[config.mk]
export PLATFORM = sky130hd
export DESIGN_NAME = display_scan_capture
export DESIGN_NICKNAME = d
export VERILOG_FILES = /design/src/rtl/scan_capture_pkg.sv /design/src/rtl/display_scan_capture_bcd4_to_bin.sv /design/src/rtl/display_scan_capture.sv
export SDC_FILE = /design/constraint.sdc
export NUM_CORES = 1
export LEC_CHECK = 0
export CORE_ASPECT_RATIO = 0.9
export CORE_MARGIN = 1
export CORE_UTILIZATION = 60
export DETAILED_ROUTE_END_ITERATION = 7
export PLACE_DENSITY = 0.78
export SYNTH_ARGS = -nofsm -noshare
export SYNTH_HDL_FRONTEND = slang
export SYNTH_SLANG_ARGS = --single-unit
[constraint.sdc]
create_clock -name clk -period 6.6 [get_ports clk]
set_input_delay 1.32 -clock clk [delete_from_list [all_inputs] [get_ports clk]]
set_output_delay 1.32 -clock clk [all_outputs]
set_load 0.03 [all_outputs]
[src/rtl/scan_capture_pkg.sv]
// scan_capture_pkg: shared types and constants for the display scan capture block.
package scan_capture_pkg;

    typedef enum logic [1:0] {SYNC, CAPTURE, COMPARE, PUBLISH} state_t;

    localparam int DIGITS = 4;
    localparam int VALUE_W = 14;
    localparam logic [VALUE_W-1:0] BEST_INIT = 14'h3FFF;

    function automatic logic is_digit(input logic [3:0] d);
        return d <= 4'd9;
    endfunction

endpackage

[src/rtl/display_scan_capture_bcd4_to_bin.sv]
// bcd4_to_bin: combinational four-digit BCD to binary converter, registered by the parent.
module bcd4_to_bin
    import scan_capture_pkg::*;
(
    input  logic [4*DIGITS-1:0] i_bcd,
    output logic [VALUE_W-1:0]  o_bin
);

    assign o_bin = VALUE_W'(i_bcd[15:12]) * 14'd1000
                 + VALUE_W'(i_bcd[11:8])  * 14'd100
                 + VALUE_W'(i_bcd[7:4])   * 14'd10
                 + VALUE_W'(i_bcd[3:0]);

endmodule

[src/rtl/display_scan_capture.sv]
// display_scan_capture: rebuilds and confirms the four-digit value from a scanned display bus.
// Optional minimum tracking on best_bin when BEST_TRACK_EN is defined.
module display_scan_capture
    import scan_capture_pkg::*;
#(
    parameter int SETTLE_CYCLES  = 4,
    parameter int CONFIRM_FRAMES = 2,
    parameter int TIMEOUT_CYCLES = 100000
) (
    input  logic                 clk,
    input  logic                 rst,
    input  logic                 enable,
    input  logic [3:0]           ms,
    input  logic [1:0]           display_select,
    output logic [4*DIGITS-1:0]  value_bcd,
    output logic [VALUE_W-1:0]   value_bin,
    output logic                 valid,
    output logic                 scan_err
`ifdef BEST_TRACK_EN
    ,
    output logic [VALUE_W-1:0]   best_bin
`endif
);

    localparam int DW = $clog2(TIMEOUT_CYCLES + 1);
    localparam logic [DW-1:0] TMO       = DW'(TIMEOUT_CYCLES);
    localparam logic [DW-1:0] TMO_M1    = DW'(TIMEOUT_CYCLES - 1);
    localparam logic [DW-1:0] SAMPLE_AT = DW'((SETTLE_CYCLES > 1) ? SETTLE_CYCLES - 1 : 1);
    localparam logic [3:0]    CONF      = 4'(CONFIRM_FRAMES);

    state_t               r_state;
    logic [1:0]           r_prev_sel;
    logic [DW-1:0]        r_dwell;
    logic [1:0]           r_exp;
    logic [4*DIGITS-1:0]  r_frame;
    logic [4*DIGITS-1:0]  r_prev_frame;
    logic [3:0]           r_match;

    logic                 w_same;
    logic [DW-1:0]        w_dwell_inc;
    logic                 w_sample;
    logic                 w_timeout;
    logic                 w_digit_ok;
    logic [3:0]           w_match_nxt;
    logic [VALUE_W-1:0]   w_bin;

    // The dwell counter holds (cycles on this index - 1); the sample fires as it steps onto SAMPLE_AT.
    always_comb begin
        w_same      = display_select == r_prev_sel;
        w_dwell_inc = (r_dwell == TMO) ? r_dwell : r_dwell + 1'b1;
        w_sample    = w_same && w_dwell_inc == SAMPLE_AT;
        w_timeout   = w_same && r_dwell == TMO_M1;
        w_digit_ok  = is_digit(ms);
        w_match_nxt = (r_frame == r_prev_frame) ? ((r_match == 4'hF) ? r_match : r_match + 1'b1) : 4'd1;
    end

    bcd4_to_bin u_bcd4_to_bin (
        .i_bcd (r_frame),
        .o_bin (w_bin)
    );

    always_ff @(posedge clk) begin
        if (rst) begin
            r_prev_sel <= 2'd0;
            r_dwell    <= '0;
        end else begin
            r_prev_sel <= display_select;
            r_dwell    <= w_same ? w_dwell_inc : '0;
        end
    end

    always_ff @(posedge clk) begin
        if (rst) begin
            r_state      <= SYNC;
            r_exp        <= 2'd0;
            r_frame      <= '0;
            r_prev_frame <= '0;
            r_match      <= 4'd0;
            value_bcd    <= '0;
            value_bin    <= '0;
            valid        <= 1'b0;
            scan_err     <= 1'b0;
`ifdef BEST_TRACK_EN
            best_bin     <= BEST_INIT;
`endif
        end else begin
            valid    <= 1'b0;
            scan_err <= 1'b0;
            if (!enable) begin
                r_state <= SYNC;
                r_match <= 4'd0;
            end else begin
                case (r_state)
                    // Locking onto index 0 also captures its digit, so the first frame is not lost.
                    SYNC: begin
                        if (w_sample && display_select == 2'd0 && w_digit_ok) begin
                            r_frame[3:0] <= ms;
                            r_exp        <= 2'd1;
                            r_state      <= CAPTURE;
                        end
                    end
                    CAPTURE: begin
                        if (w_timeout) begin
                            scan_err <= 1'b1;
                            r_state  <= SYNC;
                        end else if (w_sample) begin
                            if (display_select != r_exp || !w_digit_ok) begin
                                scan_err <= 1'b1;
                                r_state  <= SYNC;
                            end else begin
                                r_frame[{display_select, 2'b00} +: 4] <= ms;
                                r_exp <= r_exp + 1'b1;
                                if (r_exp == 2'd3)
                                    r_state <= COMPARE;
                            end
                        end
                    end
                    COMPARE: begin
                        r_match      <= w_match_nxt;
                        r_prev_frame <= r_frame;
                        r_exp        <= 2'd0;
                        r_state      <= (w_match_nxt >= CONF && r_frame != value_bcd) ? PUBLISH : CAPTURE;
                    end
                    PUBLISH: begin
                        value_bcd <= r_frame;
                        value_bin <= w_bin;
                        valid     <= 1'b1;
`ifdef BEST_TRACK_EN
                        best_bin  <= (w_bin < best_bin) ? w_bin : best_bin;
`endif
                        r_exp     <= 2'd0;
                        r_state   <= CAPTURE;
                    end
                    default: r_state <= SYNC;
                endcase
            end
        end
    end

endmodule

**Word-level counts from Yosys, hierarchy flattened**

Cells that the tools add are included.

- Add/subtract/negate cells: 7
- $mul: 3
- Order comparisons: 2
- Equality and inequality tests: 18
- Shifts and indexed selects: 2
- Multiplexer cells: 24
- Bitwise gates (word level): 5
- Reductions and logical operators: 20

Operator list:

| cell | number |
|---|---|
| $eq A17 B17 Y1 const B | 2 |
| $mux W4 | 6 |
| $mux W2 | 9 |
| $add A17 B1 Y17 const B | 1 |
| $eq A17 B2 Y1 const B | 1 |
| $mux W17 | 1 |
| $bwmux W16 | 1 |
| $eq A16 B16 Y1 | 1 |
| $ne A16 B16 Y1 | 1 |
| $shift A4 B6 Y16 const A | 1 |
| $shiftx A4 B6 Y16 | 1 |
| $add A14 B11 Y14 | 1 |
| $add A14 B4 Y14 | 1 |
| $add A14 B8 Y14 | 1 |
| $mul A4 B7 Y11 const B | 1 |
| $reduce_and A5 Y1 | 2 |
| $mul A4 B5 Y9 const B | 1 |
| $ne A2 B2 Y1 const B | 4 |
| $pmux W2 S4 | 1 |
| $pmux W4 S2 | 1 |
| $mul A4 B3 Y7 const B | 1 |
| $eq A2 B2 Y1 const B | 3 |
| $neg A4 Y6 | 1 |
| $pmux W2 S3 | 1 |
| other kinds (22) | 37 |

- Bits in registers: 91
- Output and inout bits: 32

**Depth between registers and ports, before layout**

- Word-level depth: 8
- Depth in mapped cells: 18

**Cells and area by module**

A second synthesis with hierarchy kept.

- Cells, all modules: 732
- Area, all modules: 6177.2 um2

By module, submodules not included:

| module | times used | cells each | area each (um2) |
|---|---|---|---|
| display_scan_capture | 1 | 557 | 4608.2 |
| bcd4_to_bin | 1 | 175 | 1569.0 |

**Worst setup path after synthesis**

OpenSTA, ideal clock, no wires.

- Path kind: reg-to-reg
- Start point: reg r_frame[15]
- End point: reg value_bin[13]
- Arrival time: 4.122 ns
- Required time: 6.486 ns
- Setup slack: 2.364 ns
- Stages on the path, launching flop included: 17
- Path buffers: 0
- Period minus slack after synthesis: 4.236 ns
- Path through: dfxtp_1 -> fa_1 -> inv_1 -> fa_1 -> inv_1 -> ha_1 -> nor2b_1 -> o21ai_0 -> nand2_1 -> xnor2_1 -> ha_1 -> ha_1 -> ha_1 -> o41ai_1 -> o21ai_0 -> xnor2_1 -> a21o_1

- Word-level cells in the longest chain between the ends: 4

Ends and longest elaborated chain:

| what | line | text |
|---|---|---|
| from (decl) | display_scan_capture.sv:35 | `logic [4*DIGITS-1:0] r_frame;` |
| from (signal, indexed assignment) | display_scan_capture.sv:111 | `r_frame[{display_select, 2'b00} +: 4] <= ms;` |
| $mul A4 B7 Y11 | display_scan_capture_bcd4_to_bin.sv:9 | `assign o_bin = VALUE_W'(i_bcd[15:12]) * 14'd1000` |
| $add A14 B11 Y14 | display_scan_capture_bcd4_to_bin.sv:10 | `+ VALUE_W'(i_bcd[11:8]) * 14'd100` |
| $add A14 B8 Y14 | display_scan_capture_bcd4_to_bin.sv:11 | `+ VALUE_W'(i_bcd[7:4]) * 14'd10` |
| $add A14 B4 Y14 | display_scan_capture_bcd4_to_bin.sv:12 | `+ VALUE_W'(i_bcd[3:0]);` |
| to (signal assigned) | display_scan_capture.sv:126 | `value_bin <= w_bin;` |
| to (decl) | display_scan_capture.sv:16 | `output logic [VALUE_W-1:0] value_bin,` |

No other way between the ends.
A chain may end at the register's enable or synchronous reset.

**Worst setup path after layout**

- Start point: reg r_frame[14]
- End point: reg value_bin[13]

Same word-level chain as after synthesis.

==> flow_summary.json <==
{
  "synth_common_cells": "nand2_1, dfxtp_1, a21oi_1",
  "crit_top_cell": "ha_1",
  "tns_ps": 0,
  "path_max_fanout": 11,
  "combPwrFrac_pct": 3.9,
  "crit_chain": "fa_1 > inv_1 > fa_1 > inv_1 > ha_1 > nor2b_1 > o21ai_0 > nand2_1 > xnor2_1 > ha_1 > ha_1 > ha_1 > o41ai_1 > o21ai_0 > xnor2_1 > a21o_1",
  "final_area_um2": 6640,
  "power.density_nw_per_um2": 146,
  "skew_ps": 10.8,
  "final_core_util_pct": 68.4,
  "pwr-share-seq_pct": 56.2,
  "maxCapViolations": 0,
  "slew_viol_final": 0,
  "finalSetupViolCount": 0,
  "fillers": 794,
  "required_ps": 6860,
  "ctsResizeCount": 0,
  "track_usage_pct": 25.7,
  "syn_inst": 735,
  "crit_type": "flip-flop to flip-flop",
  "chipWidth_um": 108,
  "die_area_um2": 10400,
  "ir_drop_mv": 0.179,
  "syn_to_final_growth_pct": 10.1,
  "grt_pass1_wl_mm": 21.6,
  "clockRootBuffer": "clkbuf_8",
  "dieHeight_um": 97.1,
  "internal-power_uw": 750,
  "layout_min_cycle_time_ps": 4650,
  "dpl.hpwl_mm": 9.17,
  "tightest_slew_ps": 1080,
  "tritoncts": "built",
  "synth_seq_cells": 90,
  "grt_start_max_net_pins": 73,
  "drc": 0,
  "cp.arrival_ps": 4910,
  "cp_num_buf_inv": 2,
  "vias": 4901,
  "yosysWarnings": 0,
  "clock_latency_ps": 360,
  "htreeDepth": 3,
  "fmax_mhz": 215,
  "numCtsBuffers": 9,
  "slowest_stage": "fa_1",
  "power_uw": 970,
  "synthTopCellsByArea": "dfxtp_1, ha_1, xnor2_1, nand2_1, a21oi_1",
  "synthDistinctLibCells": 57,
  "period_share_pct": 70.4,
  "seq_area_frac_synth_pct": 29.9,
  "sw_frac_of_total_pct": 22.6,
  "synth_edf_count": 0,
  "netlist_area_um2": 6030,
  "clock_power_share_pct": 39.9,
  "nets": 840,
  "grt_overflow_total": 0,
  "gp_congestion": 0.893,
  "clkSlewWorstSetupHoldPaths_ps": 90,
  "cp_top_family": "adder cells",
  "core_area_um2": 9700,
  "dr.pass1.iters": 6,
  "postRouteAntennaNets": 0,
  "cts.sinks": 90,
  "yosys.area.top_type_share_pct": 29.9,
  "placed_area_um2": 6430,
  "hold_path_class": "flip-flop to flip-flop",
  "grt_pass1_vias": 4717,
  "drive_gt1_share_pct": 4.24,
  "async_reset_ff_share_pct": 0,
  "synth-main-ff-cell": "dfxtp_1",
  "synth_nets": 824,
  "critPathLaunchType": "flip-flop",
  "power.switching_uw": 220,
  "rsz0062_at_grt": "false",
  "num_antenna_cells": 0,
  "status": "finished clean",
  "avgRoutedWirePerCell_um": 14.2,
  "rows": 34,
  "post-cts-setup-buffer-count": 0,
  "drt_iter0_markers": 243,
  "drt_wl_total_mm": 12.5,
  "clock_path_buffers": 2,
  "hold_buffers": 0,
  "end_kind": "flip-flop",
  "synth.most_common_cell": "nand2_1",
  "initial_utilization_pct": 62.1,
  "max_stage_delay_ps": 660,
  "slew_headroom_pct": 27.6,
  "via_per_inst": 5.56,
  "io_buffers": 40,
  "antenna_found_initial": 0,
  "leakagePower_nw": 2.62,
  "hold_viol_final": 0,
  "syn_area_per_cell_um2": 8.20,
  "yosysTopAreaCell": "dfxtp_1",
  "ios": 41
}
-- per-stage QoR --
step	instances	setup slack (ps)	hold slack (ps)
global placement	866	2130	445
CTS	881	1950	463
global route	881	1730	491
finish	881	1950	460
floorplan	735	2360	449
detailed placement	866	1980	449
-- flip-flops by register name, indices dropped and copies added, names as in the netlist --
| signal | cells |
|---|---|
| r_dwell | 17 |
| r_frame | 16 |
| r_prev_frame | 16 |
| value_bcd | 16 |
| value_bin | 13 |
| r_match | 4 |
| r_exp | 2 |
| r_prev_sel | 2 |
| r_state | 2 |
| scan_err | 1 |
| valid | 1 |
-- cells in the final DEF (no fill, tap or decap), types with 3 or more instances in the layout --
cell type	n
dfxtp_1	90
nand3_1	13
nor4_1	6
and2_1	5
xnor2_1	59
a21oi_1	74
or2_2	7
nand2b_1	12
and3_1	4
clkbuf_8	11
a21o_1	4
nor3_1	15
nor2b_1	4
nor3b_1	5
nand2_1	132
xor2_1	10
ha_1	63
a31oi_1	3
clkdlybuf4s50_1	39
or3_1	8
nand4_1	13
mux2i_1	9
a211oi_1	6
or2_0	6
inv_1	57
fa_1	17
nor2_1	36
o21ai_0	14
-- final cells by class --
| class | instances | area (µm²) | area share (%) |
|---|---|---|---|
| inverter | 57 | 214 | 3.22 |
| timing repair buffer | 41 | 403 | 6.07 |
| sequential | 90 | 1800 | 27.2 |
| clock buffer | 11 | 151 | 2.28 |
| tap | 126 | 158 | 2.38 |
| clock inverter | 4 | 51.3 | 0.773 |
| multi-input combinational | 552 | 3860 | 58.1 |
-- kinds of logic (layout without fill, tap and decap cells) --
group / count (synthesis) / after routing / share of synthesized area (%)
multiplexers: 11 / 11 / 1.87
flip-flops: 90 / 90 / 29.9
AO/OA/AOI/OAI: 119 / 119 / 11.7
adder cells (fa/ha/maj): 80 / 80 / 18.7
AND/OR/NAND/NOR: 273 / 273 / 21.7
XOR/XNOR: 69 / 69 / 10.0
buffers and inverters: 93 / 113 / 6.10
-- worst paths after layout --
kind                                     from       endpoint  slack, ps  cells after the start
worst min register to register  value_bin[12]  value_bin[12]        460                      2
worst min-delay path            value_bin[12]  value_bin[12]        460                      2
worst max-delay path              r_frame[14]  value_bin[13]       1950                     16
worst max register to register    r_frame[14]  value_bin[13]       1950                     16
-- layer usage --
layer	share of wire [%]	GRT usage (%)	wire [µm]
met3	2.9	4.16	363
met5	0	0	0
met2	48	42.4	5980
met1	48	34.7	5940
met4	1.6	7.27	195
-- worst reg2reg max path: cells and delay by family, from the launching register on --
| kind | cells | cell delay [ps] |
|---|---|---|
| simple gates | 2 | 250 |
| flops | 1 | 470 |
| fa+ha+maj | 6 | 2320 |
| xor+xnor | 2 | 290 |
| compound gates | 4 | 1060 |
| buf+inv | 2 | 160 |
-- power by group through the flow --
stage	clock (mW)	combinational, mW	sequential (mW)
2_1_floorplan	0	0.0245	0.557
3_3_place_gp	0	0.0362	0.558
3_5_place_dp	0	0.0372	0.558
4_1_cts	0.396	0.0373	0.545
5_1_grt	0.422	0.0412	0.545
6_report	0.387	0.0376	0.545
(Power assumes the default switching activity.)
